$ cat src/rtl/mux_arb_nto1_if.sv
// Handshake bundle for mux_arb_nto1: NUM_IN producer channels in, one registered beat out.
// The per-channel mux_in_last bits exist only when MUX_ARB_LOCK_EN is defined.
interface mux_arb_nto1_if #(
  parameter int DWIDTH = 32,
  parameter int NUM_IN = 4
);
  localparam int SEL_W = $clog2(NUM_IN);

  logic [NUM_IN*DWIDTH-1:0] mux_in_data;
  logic [NUM_IN-1:0]        mux_in_valid;
  logic [NUM_IN-1:0]        mux_in_ready;
`ifdef MUX_ARB_LOCK_EN
  logic [NUM_IN-1:0]        mux_in_last;
`endif
  logic [DWIDTH-1:0]        mux_out;
  logic                     mux_out_valid;
  logic                     mux_out_ready;
  logic [SEL_W-1:0]         mux_out_sel;

`ifdef MUX_ARB_LOCK_EN
  modport slave (
    input  mux_in_data, mux_in_valid, mux_in_last, mux_out_ready,
    output mux_in_ready, mux_out, mux_out_valid, mux_out_sel
  );
  modport master (
    output mux_in_data, mux_in_valid, mux_in_last, mux_out_ready,
    input  mux_in_ready, mux_out, mux_out_valid, mux_out_sel
  );
`else
  modport slave (
    input  mux_in_data, mux_in_valid, mux_out_ready,
    output mux_in_ready, mux_out, mux_out_valid, mux_out_sel
  );
  modport master (
    output mux_in_data, mux_in_valid, mux_out_ready,
    input  mux_in_ready, mux_out, mux_out_valid, mux_out_sel
  );
`endif
endinterface

$ cat src/rtl/mux_arb_nto1.sv
// Registered N:1 arbitrated mux: fixed-priority or round-robin grant into a single output register.
// Define MUX_ARB_LOCK_EN to hold the grant on one channel until a beat with last=1 is accepted.
module mux_arb_nto1 #(
  parameter int DWIDTH = 32,
  parameter int NUM_IN = 4
) (
  input  logic          clk,
  input  logic          rst_n,
  input  logic          mode_sel,
  mux_arb_nto1_if.slave bus
);
  localparam int SEL_W = $clog2(NUM_IN);

  logic [SEL_W-1:0]  ptr;
  logic              fp_any, rr_any, gnt_any;
  logic [SEL_W-1:0]  fp_idx, rr_idx, gnt_idx;
  logic [NUM_IN-1:0] grant;
  logic [DWIDTH-1:0] sel_data;
  logic              load_en, xfer, ptr_upd;

  function automatic logic [SEL_W-1:0] next_ptr(input logic [SEL_W-1:0] idx);
    return (idx == SEL_W'(NUM_IN-1)) ? '0 : idx + 1'b1;
  endfunction

  assign load_en = !bus.mux_out_valid || bus.mux_out_ready;

  // Both candidate winners are computed every cycle; mode_sel only picks between them.
  always_comb begin
    int c;
    c      = 0;
    fp_any = 1'b0;
    fp_idx = '0;
    rr_any = 1'b0;
    rr_idx = '0;
    for (int i = NUM_IN-1; i >= 0; i--) begin
      if (bus.mux_in_valid[i]) begin
        fp_any = 1'b1;
        fp_idx = SEL_W'(i);
      end
    end
    for (int k = NUM_IN-1; k >= 0; k--) begin
      c = int'(ptr) + k;
      if (c >= NUM_IN) c = c - NUM_IN;
      if (bus.mux_in_valid[c]) begin
        rr_any = 1'b1;
        rr_idx = SEL_W'(c);
      end
    end
  end

`ifdef MUX_ARB_LOCK_EN
  typedef enum logic {ST_OPEN, ST_LOCKED} lock_state_t;
  lock_state_t      state, state_nxt;
  logic [SEL_W-1:0] lock_idx, lock_idx_nxt;

  always_ff @(posedge clk or negedge rst_n) begin
    if (!rst_n) begin
      state    <= ST_OPEN;
      lock_idx <= '0;
    end else begin
      state    <= state_nxt;
      lock_idx <= lock_idx_nxt;
    end
  end

  always_comb begin
    state_nxt    = state;
    lock_idx_nxt = lock_idx;
    if (xfer) begin
      if (bus.mux_in_last[gnt_idx]) begin
        state_nxt = ST_OPEN;
      end else begin
        state_nxt    = ST_LOCKED;
        lock_idx_nxt = gnt_idx;
      end
    end
  end

  // A locked channel that drops valid stalls the arbiter rather than releasing it.
  always_comb begin
    if (state == ST_LOCKED) begin
      gnt_any = bus.mux_in_valid[lock_idx];
      gnt_idx = lock_idx;
    end else begin
      gnt_any = mode_sel ? rr_any : fp_any;
      gnt_idx = mode_sel ? rr_idx : fp_idx;
    end
  end

  assign ptr_upd = xfer && bus.mux_in_last[gnt_idx];
`else
  always_comb begin
    gnt_any = mode_sel ? rr_any : fp_any;
    gnt_idx = mode_sel ? rr_idx : fp_idx;
  end

  assign ptr_upd = xfer;
`endif

  assign xfer = load_en && gnt_any;

  always_comb begin
    grant    = '0;
    sel_data = '0;
    for (int i = 0; i < NUM_IN; i++) begin
      if (SEL_W'(i) == gnt_idx) begin
        grant[i] = gnt_any;
        sel_data = bus.mux_in_data[i*DWIDTH +: DWIDTH];
      end
    end
  end

  // Ready is forced low while reset is held, independent of the register state.
  assign bus.mux_in_ready = (rst_n && load_en) ? grant : '0;

  // Output register stage
  always_ff @(posedge clk or negedge rst_n) begin
    if (!rst_n) begin
      bus.mux_out       <= '0;
      bus.mux_out_valid <= 1'b0;
      bus.mux_out_sel   <= '0;
      ptr               <= '0;
    end else begin
      if (load_en) begin
        bus.mux_out_valid <= gnt_any;
        if (gnt_any) begin
          bus.mux_out     <= sel_data;
          bus.mux_out_sel <= gnt_idx;
        end
      end
      if (ptr_upd) ptr <= next_ptr(gnt_idx);
    end
  end
endmodule

$ cat src/flat_wrapper.sv
// flat-port wrapper written by rule: the top's interface ports become plain ports
module mux_arb_nto1_flat 
#(
  parameter int DWIDTH = 32,
  parameter int NUM_IN = 4
)
  (clk, rst_n, mode_sel, bus_mux_in_data, bus_mux_in_valid, bus_mux_out_ready, bus_mux_in_ready, bus_mux_out, bus_mux_out_valid, bus_mux_out_sel);
  mux_arb_nto1_if #(.DWIDTH(DWIDTH), .NUM_IN(NUM_IN)) bus_i ();
  input  logic clk;
  input  logic rst_n;
  input  logic mode_sel;
  input wire logic [$bits(bus_i.mux_in_data)-1:0] bus_mux_in_data;
  input wire logic [$bits(bus_i.mux_in_valid)-1:0] bus_mux_in_valid;
  input wire logic [$bits(bus_i.mux_out_ready)-1:0] bus_mux_out_ready;
  output wire logic [$bits(bus_i.mux_in_ready)-1:0] bus_mux_in_ready;
  output wire logic [$bits(bus_i.mux_out)-1:0] bus_mux_out;
  output wire logic [$bits(bus_i.mux_out_valid)-1:0] bus_mux_out_valid;
  output wire logic [$bits(bus_i.mux_out_sel)-1:0] bus_mux_out_sel;
  assign bus_i.mux_in_data = bus_mux_in_data;
  assign bus_i.mux_in_valid = bus_mux_in_valid;
  assign bus_i.mux_out_ready = bus_mux_out_ready;
  assign bus_mux_in_ready = bus_i.mux_in_ready;
  assign bus_mux_out = bus_i.mux_out;
  assign bus_mux_out_valid = bus_i.mux_out_valid;
  assign bus_mux_out_sel = bus_i.mux_out_sel;
  mux_arb_nto1 #(.DWIDTH(DWIDTH), .NUM_IN(NUM_IN)) u_core (.clk(clk), .rst_n(rst_n), .mode_sel(mode_sel), .bus(bus_i));
endmodule
$ cat config.mk
export PLATFORM = sky130hd
export DESIGN_NAME = mux_arb_nto1_flat
export DESIGN_NICKNAME = d
export VERILOG_FILES = /design/src/rtl/mux_arb_nto1_if.sv /design/src/rtl/mux_arb_nto1.sv /design/src/flat_wrapper.sv
export SDC_FILE = /design/constraint.sdc
export NUM_CORES = 1
export LEC_CHECK = 0
export ABC_AREA = 1
export ABC_CLOCK_PERIOD_IN_PS = 2200
export BUFFER_PORTS_ARGS = -buffer_cell sky130_fd_sc_hd__clkbuf_2
export CORE_MARGIN = 1
export CORE_UTILIZATION = 38
export DETAILED_ROUTE_END_ITERATION = 6
export HOLD_SLACK_MARGIN = 0.03
export PLACE_DENSITY = 0.78
export SKIP_LAST_GASP = 1
export SLEW_MARGIN = 20
export SYNTH_ARGS = -nofsm -noshare
export SYNTH_HDL_FRONTEND = slang
export SYNTH_SLANG_ARGS = --single-unit
$ cat constraint.sdc
create_clock -name clk -period 2.2 [get_ports clk]
set_input_delay 0 -clock clk [delete_from_list [all_inputs] [get_ports clk]]
set_output_delay 0 -clock clk [all_outputs]
set_load 0.03 [all_outputs]
==> metrics.md, run 1 <==
| Metric | Value |
|---|---|
| Status | `finished, violations left` |
| Failing checks | `DRC, setup timing` |
| Slowest cell on the critical path | `dfrtp_2` |
| Detail-routed via count per cell | `5.282` |
| Initial Utilization | `40.16%` |
| Clk_skew | `0.006289 ns` |
| DIE HEIGHT | `84.62 um` |
| Critical path's top delay family | `buffers and inverters` |
| Worst-case headroom to the max-slew limit | `67.63%` |
| Die span in x | `84.62 um` |
| CTS tree | `yes` |
| Mapped Area | `2594 um^2` |
| Residual DRC | `17` |
| Min Hold Slack | `0.03935 ns` |
| Static Leak | `2.299 nW` |
| H-tree level count | `2` |
| Final hold viol count | `0` |
| Post-synthesis sequential area ratio | `35.70%` |
| Antenna Nets Post-Route | `0` |
| R2R Setup Slk | `-0.34 ns` |
| Final period util | `115.3%` |
| Core area | `6459 um^2` |
| Clk_lat worst skew | `0.29 ns` |
| Layout Utilization | `72.55%` |
| Syn Inst Count | `372` |
| Register bit total from synthesis | `37` |
| GPL Wtd Cong | `0.9519` |
| Final antenna diode count | `0` |
| Setup Crit Path Kind | `flip-flop to flip-flop` |
| IO Pins | `175` |
| Clk buf depth | `2` |
| Vias in the first global route | `3,455` |
| DR vias | `3,602` |
| Design Area, Final | `4686 um^2` |
| CP Launch Type | `flip-flop` |
| Remaining Overflow, GRT | `0` |
| VDD IR max | `566.6 uV` |
| Crit Path Max Fanout | `14` |
| Yosys Warn Count | `0` |
| Non-Filler Instances | `682` |
| RSZ-0062 raised after global routing | `yes` |
| Fillers | `471` |
| Final worst slack | `-0.3360 ns` |
| Worst Tran Pin Value | `0.4856 ns` |
| TritonCTS Buffers | `5` |
| Layout cells sized above 1 | `46.45%` |
| Synth cell types | `26` |
| Worst-path cell chain | `buf_6, o21ai_4, nor2_2, nor2_1, nand3_2, nand3_2, nand2_4, buf_4, buf_6, ha_4, bufbuf_16, o21ai_1, nand2_1, a31oi_1` |
| Net count reported at finish | `744` |
| Site Rows | `29` |
| DRT Wirelength | `10.89 mm` |
| Cell Count Post-Placement | `621` |
| Final setup violation count | `36` |
| Worst EP arrival | `2.74 ns` |
| Total of max-cap violations | `0` |
| Routed wire per std cell | `15.96 um` |
| Hpwl dp | `6.527 mm` |
| Setup_tns | `-8.962 ns` |
| Max Slew Vio Count | `0` |
| Placed inst area | `3674 um^2` |
| Overall routing resource usage | `29.00%` |
| Area grow syn2layout | `80.66%` |
| Sum of buffers and inverters on the critical path | `4` |
| Root buf cell | `clkbuf_8` |
| Worst EP required | `2.41 ns` |
| Post-layout min period | `2.536 ns` |
| First-pass DRT Iterations | `7` |
| Pin count of the biggest net entering global routing | `39` |
| Clk slew on worst S/H paths | `0.08 ns` |
| Syn_area_per_cell | `6.972 um^2` |
| Mapped Nets | `512` |
| Critical path endpoint category | `flip-flop` |
| Slowest cell delay on critical path | `0.47 ns` |
| Initial antenna violation count | `0` |
| DR iter-0 viols | `193` |
| PwrDens | `1088 nW/um^2` |
| Hold/Removal Path Class | `input port to flip-flop` |
| First-pass GRT wire length | `16.38 mm` |
| CTS sink cnt | `37` |
| Fmax | `394.3 MHz` |
| Die ar. | `7160 um^2` |
| Port Buffers | `174` |
[power by group]
part | total [mW] | internal (mW) | switching (mW) | leakage, nW
Clock | 0.612 | 0.370 | 0.243 | 0.0585
Sequential | 1.08 | 0.927 | 0.154 | 0.433
Combinational | 3.41 | 1.47 | 1.94 | 1.81
[synthesized netlist by cell type, drive strengths merged]
cell / n / area share, %
nand2: 130 / 19
nand3: 8 / 2.1
inv: 14 / 2.0
nor2: 43 / 6.6
clkbuf: 11 / 1.6
a21oi: 1 / 0.19
nand3b: 1 / 0.29
nand4: 1 / 0.24
ha: 4 / 1.9
nor3: 2 / 0.39
a31oi: 32 / 7.7
o21ai: 37 / 7.6
a22oi: 32 / 9.3
buf: 18 / 4.6
dfrtp: 37 / 36
xnor2: 1 / 0.34
[flip-flops by register name, indices dropped and copies added (netlist names)]
name and cells:
u_core.bus.mux_out 32, u_core.bus.mux_out_valid 1, u_core.ptr 2, u_core.bus.mux_out_sel 2
[cells in the final DEF (no fill, tap or decap), drive strengths merged]
| master | instances |
|---|---|
| clkbuf | 179 |
| dfrtp | 37 |
| o21ai | 37 |
| nand3b | 1 |
| a22oi | 32 |
| a31oi | 32 |
| xnor2 | 1 |
| nor3 | 2 |
| nor2 | 43 |
| dlygate4sd3 | 34 |
| nand3 | 8 |
| buf | 47 |
| ha | 4 |
| bufinv | 1 |
| bufbuf | 1 |
| nand2 | 130 |
| nand4 | 1 |
| inv | 14 |
| a21oi | 1 |
[worst paths after layout]
| check | from | endpoint | cells past startpoint |
|---|---|---|---|
| max reg2reg | u_core.ptr[0]$_DFFE_PN0P_ | u_core.bus.mux_out[12]$_DFFE_PN0P_ | 14 |
| max in group asynchronous | rst_n | u_core.ptr[0]$_DFFE_PN0P_ | 3 |
| max | u_core.ptr[0]$_DFFE_PN0P_ | u_core.bus.mux_out[12]$_DFFE_PN0P_ | 14 |
| min | bus_mux_in_data[87] | u_core.bus.mux_out[23]$_DFFE_PN0P_ | 5 |
| min reg2reg | u_core.bus.mux_out_sel[1]$_DFFE_PN0P_ | u_core.bus.mux_out_sel[1]$_DFFE_PN0P_ | 2 |
| min in group asynchronous | rst_n | u_core.bus.mux_out[1]$_DFFE_PN0P_ | 3 |
[through the flow]
stage	setup WS [ns]	power, mW
6_report	-0.3360	5.099
3_5_place_dp	-0.2503	3.642
2_1_floorplan	-0.007794	2.763
3_3_place_gp	-0.1378	3.580
5_1_grt	-0.4668	5.407
4_1_cts	-0.2175	4.817
[logic make-up (layout without fill, tap and decap cells)]
| kind of cell | after synthesis | in the layout | synth area share [%] |
|---|---|---|---|
| buffers and inverters | 43 | 276 | 8.249 |
| xor gates and xnor gates | 1 | 1 | 0.3377 |
| AOI/OAI and AO/OA | 102 | 102 | 24.75 |
| DFF | 37 | 37 | 35.70 |
| and+or+nand+nor | 185 | 185 | 29.04 |
| adders and majority gates | 4 | 4 | 1.930 |
[metal layers]
| layer | vias up | part of all wire (%) | global-route usage, % |
|---|---|---|---|
| met3 | 40 | 7.5 | 5.801 |
| li1 | 1729 | - | - |
| met2 | 200 | 52 | 54.55 |
| met4 | 0 | 4.1 | 12.94 |
| met5 | - | 0 | 0 |
| met1 | 1633 | 37 | 31.24 |
[cell type report]
type | count | area, um^2 | share of cell area [%]
tap | 77 | 96.34 | 2.056
sequential | 37 | 927.1 | 19.79
inverter | 14 | 62.56 | 1.335
timing repair buffer | 254 | 1802 | 38.45
multi-input combinational | 292 | 1682 | 35.89
clock buffer | 7 | 86.33 | 1.842
clock inverter | 1 | 30.03 | 0.6409
[repair_timing]
action | in CTS | in global routing
hold buffers | 34 | 0
setup endpoints to repair | 36 | 36
pin swaps | 16 | 45
cloned | 4 | 1
endpoints found under the hold margin | 70 | 0
buffers inserted | 6 | 13
resized for setup | 58 | 50
[worst reg2reg max path, cell delays in order, from the launching register on]
cell and delay [ns]:
dfrtp_2 0.47, buf_6 0.16, o21ai_4 0.20, nor2_2 0.07, nor2_1 0.16, nand3_2 0.09
nand3_2 0.11, nand2_4 0.08, buf_4 0.15, buf_6 0.11, ha_4 0.17, bufbuf_16 0.28
o21ai_1 0.16, nand2_1 0.07, a31oi_1 0.19
Note: power is estimated with default switching activity, not from simulation.
==> run 2, diff against run 1 <==
--- a/config.mk
+++ b/config.mk
@@ -12,7 +12,7 @@
 export CORE_UTILIZATION = 38
 export DETAILED_ROUTE_END_ITERATION = 6
 export HOLD_SLACK_MARGIN = 0.03
-export PLACE_DENSITY = 0.78
+export PLACE_DENSITY_LB_ADDON = 0.25
 export SKIP_LAST_GASP = 1
 export SLEW_MARGIN = 20
 export SYNTH_ARGS = -nofsm -noshare
==> metrics.md, run 2 (synthesis gave the netlist of run 1 again) <==
| Metric | Value |
|---|---|
| Status | `finished, violations left` |
| Failing checks | `DRC, setup timing` |
| Hpwl dp | `6.628 mm (+1.5%)` |
| R2R Setup Slk | `-0.21 ns (+0.13 ns)` |
| Post-layout min period | `2.409 ns (-0.1268 ns)` |
| Final antenna diode count | `0 (unchanged)` |
| CTS tree | `yes` |
| Largest register FFs | `32 (unchanged)` |
| Setup_tns | `-5.603 ns (+3.358 ns)` |
| Clk slew on worst S/H paths | `0.07 ns (about the same)` |
| First-pass GRT wire length | `15.39 mm (-6.1%)` |
| DR vias | `3,580 (-0.61%)` |
| Initial antenna violation count | `0 (unchanged)` |
| Site Rows | `29 (unchanged)` |
| TritonCTS Buffers | `5 (unchanged)` |
| IO Pins | `175 (unchanged)` |
| Max Slew Vio Count | `0 (unchanged)` |
| R2r startpoint | `u_core.ptr[0]$_DFFE_PN0P_` |
| Reg2reg end | `u_core.bus.mux_out[7]$_DFFE_PN0P_` |
| Worst Tran Pin Value | `0.4868 ns (+0.001178 ns)` |
| Pin count of the biggest net entering global routing | `38 (-2.6%)` |
| Layout cells sized above 1 | `45.92% (-0.52 points)` |
| Total of max-cap violations | `0 (unchanged)` |
| Core area | `6459 um^2 (unchanged)` |
| Area grow syn2layout | `78.77%` |
| GPL Wtd Cong | `0.9259 (-2.7%)` |
| H-tree level count | `2 (unchanged)` |
| Die ar. | `7160 um^2 (unchanged)` |
| Most flops, register | `u_core.bus.mux_out` |
| Hold/Removal Path Class | `input port to flip-flop` |
| Crit Path Max Fanout | `11 (-3)` |
| Residual DRC | `13 (-4)` |
| DR iter-0 viols | `156 (-19%)` |
| Routed wire per std cell | `15.05 um (-5.7%)` |
| Fmax | `415.1 MHz (+5.3%)` |
| Hold Crit Depth | `5 (unchanged)` |
| Vias in the first global route | `3,297 (-4.6%)` |
| DRT Wirelength | `10.20 mm (-6.3%)` |
| Final worst slack | `-0.2092 ns (+0.1268 ns)` |
| Remaining Overflow, GRT | `0 (unchanged)` |
| DIE HEIGHT | `84.62 um (unchanged)` |
| Origin of the worst setup path | `u_core.ptr[0]$_DFFE_PN0P_` |
| Root buf cell | `clkbuf_8` |
| Detail-routed via count per cell | `5.280 (about the same)` |
| Total power draw | `4.868 mW (-4.5%)` |
| Slowest cell delay on critical path | `0.41 ns (-0.06 ns)` |
| Clk_lat worst skew | `0.29 ns (about the same)` |
| Final hold viol count | `0 (unchanged)` |
| Worst-path cell chain | `buf_6, nand2_4, nand3_2, nand2_1, nand3_2, nand2_1, nand2_1, nand3_2, nand2_4, buf_4, buf_6, ha_4, buf_6, clkbuf_16, o21ai_1, nand2_1, a31oi_1` |
| Critical path endpoint category | `flip-flop` |
| Final period util | `109.5% (-5.8 points)` |
| Final setup violation count | `35 (-2.8%)` |
| PwrDens | `1050 nW/um^2 (-3.5%)` |
| Placed inst area | `3684 um^2 (+0.27%)` |
| Initial Utilization | `40.16% (unchanged)` |
| Design Area, Final | `4637 um^2 (-1.0%)` |
| Worst-case headroom to the max-slew limit | `67.55% (-0.079 points)` |
| Most common cell after layout, fill and taps aside | `clkbuf_2` |
| Worst EP required | `2.41 ns (about the same)` |
| Biggest regs | `u_core.bus.mux_out: 32 flops, u_core.bus.mux_out_sel: 2 flops, u_core.ptr: 2 flops` |
| Setup Crit Path Kind | `flip-flop to flip-flop` |
| Net count reported at finish | `741 (-0.40%)` |
| Static Leak | `2.289 nW (-0.46%)` |
| Port Buffers | `174 (unchanged)` |
| Overall routing resource usage | `27.40% (-1.6 points)` |
| Antenna Nets Post-Route | `0 (unchanged)` |
| Reg2reg path depth | `17 (+3)` |
| Worst EP arrival | `2.62 ns (-0.12 ns)` |
| Hold_sp | `bus_mux_in_data[84]` |
| Layout Utilization | `71.79% (-0.76 points)` |
| Clk buf depth | `2 (unchanged)` |
| Fillers | `505 (+7.2%)` |
| VDD IR max | `545.1 uV (-3.8%)` |
| Die span in x | `84.62 um (unchanged)` |
| Clk_skew | `0.007348 ns (+0.001059 ns)` |
| First-pass DRT Iterations | `7 (unchanged)` |
| RSZ-0062 raised after global routing | `yes` |
| Hold Path End | `u_core.bus.mux_out[20]$_DFFE_PN0P_` |
| Most frequent CP cell | `nand2_1` |
| Slowest cell on the critical path | `dfrtp_1` |
| CP Launch Type | `flip-flop` |
| CTS sink cnt | `37 (unchanged)` |
| Most frequent cells in the layout | `clkbuf_2 (170), nand2_1 (118), nor2_1 (38), dfrtp_1 (36), dlygate4sd3_1 (35)` |
[run 2: layout make-up]
class,instances,area (um^2),area share (%)
Timing Repair Buffer,251,1790,38.61
Multi-Input combinational cell,292,1674,36.10
Sequential cell,37,927.1,19.99
Tap cell,77,96.34,2.078
Clock buffer,7,86.33,1.862
Inverter,14,62.56,1.349
[run 2: critical path, delay by kind of cell, from the launching register on]
kind | cells | cell delay [ns]
compound gates | 2 | 0.28
simple gates | 9 | 0.72
buf+inv | 5 | 0.73
fa+ha+maj | 1 | 0.17
flops | 1 | 0.41
[run 2: routing by layer]
metal / vias to the layer above / part of all wire [%] / global-route usage, %
met4: 0 / 2.4 / 8.012
met3: 28 / 7.5 / 5.015
met1: 1649 / 38 / 31.44
met2: 187 / 52 / 51.59
li1: 1716 / - / -
met5: - / 0 / 0
[run 2: how the worst max path moves through the flow]
| stage | to | cells after the start |
|---|---|---|
| 3_5_place_dp | u_core.bus.mux_out[30]$_DFFE_PN0P_ | 14 |
| 3_3_place_gp | u_core.bus.mux_out[2]$_DFFE_PN0P_ | 16 |
| 4_1_cts | u_core.bus.mux_out[15]$_DFFE_PN0P_ | 17 |
| 2_1_floorplan | u_core.bus.mux_out[10]$_DFFE_PN0P_ | 17 |
| 5_1_grt | u_core.bus.mux_out[9]$_DFFE_PN0P_ | 17 |
| 6_report | u_core.bus.mux_out[7]$_DFFE_PN0P_ | 17 |
[run 2: stage by stage]
stage / setup WS, ns / std cells / hold slack [ns]
finish: -0.2092 / 678 / 0.03095
global route: -0.3310 / 678 / 0.04962
CTS: -0.1246 / 673 / 0.03069
detailed placement: -0.2046 / 619 / 0.1307
global placement: -0.09823 / 619 / 0.1263
floorplan: -0.007794 / 372 / -0.2956
[run 2: power breakdown]
group,leakage [nW],switching (mW),internal [mW]
Clock,0.0443,0.244,0.249
Combinational,1.81,1.88,1.41
Sequential,0.432,0.160,0.929
Total,2.29,2.28,2.59
[run 2: repair_timing]
| action | 4_1_cts | 5_1_grt |
|---|---|---|
| setup buffers | 9 | 5 |
| pin swaps | 12 | 19 |
| gates resized for setup | 63 | 30 |
| hold buffers | 35 | 0 |
| endpoints found under the hold margin | 70 | 0 |
| gates cloned | 3 | 2 |
| setup endpoints to repair | 36 | 36 |
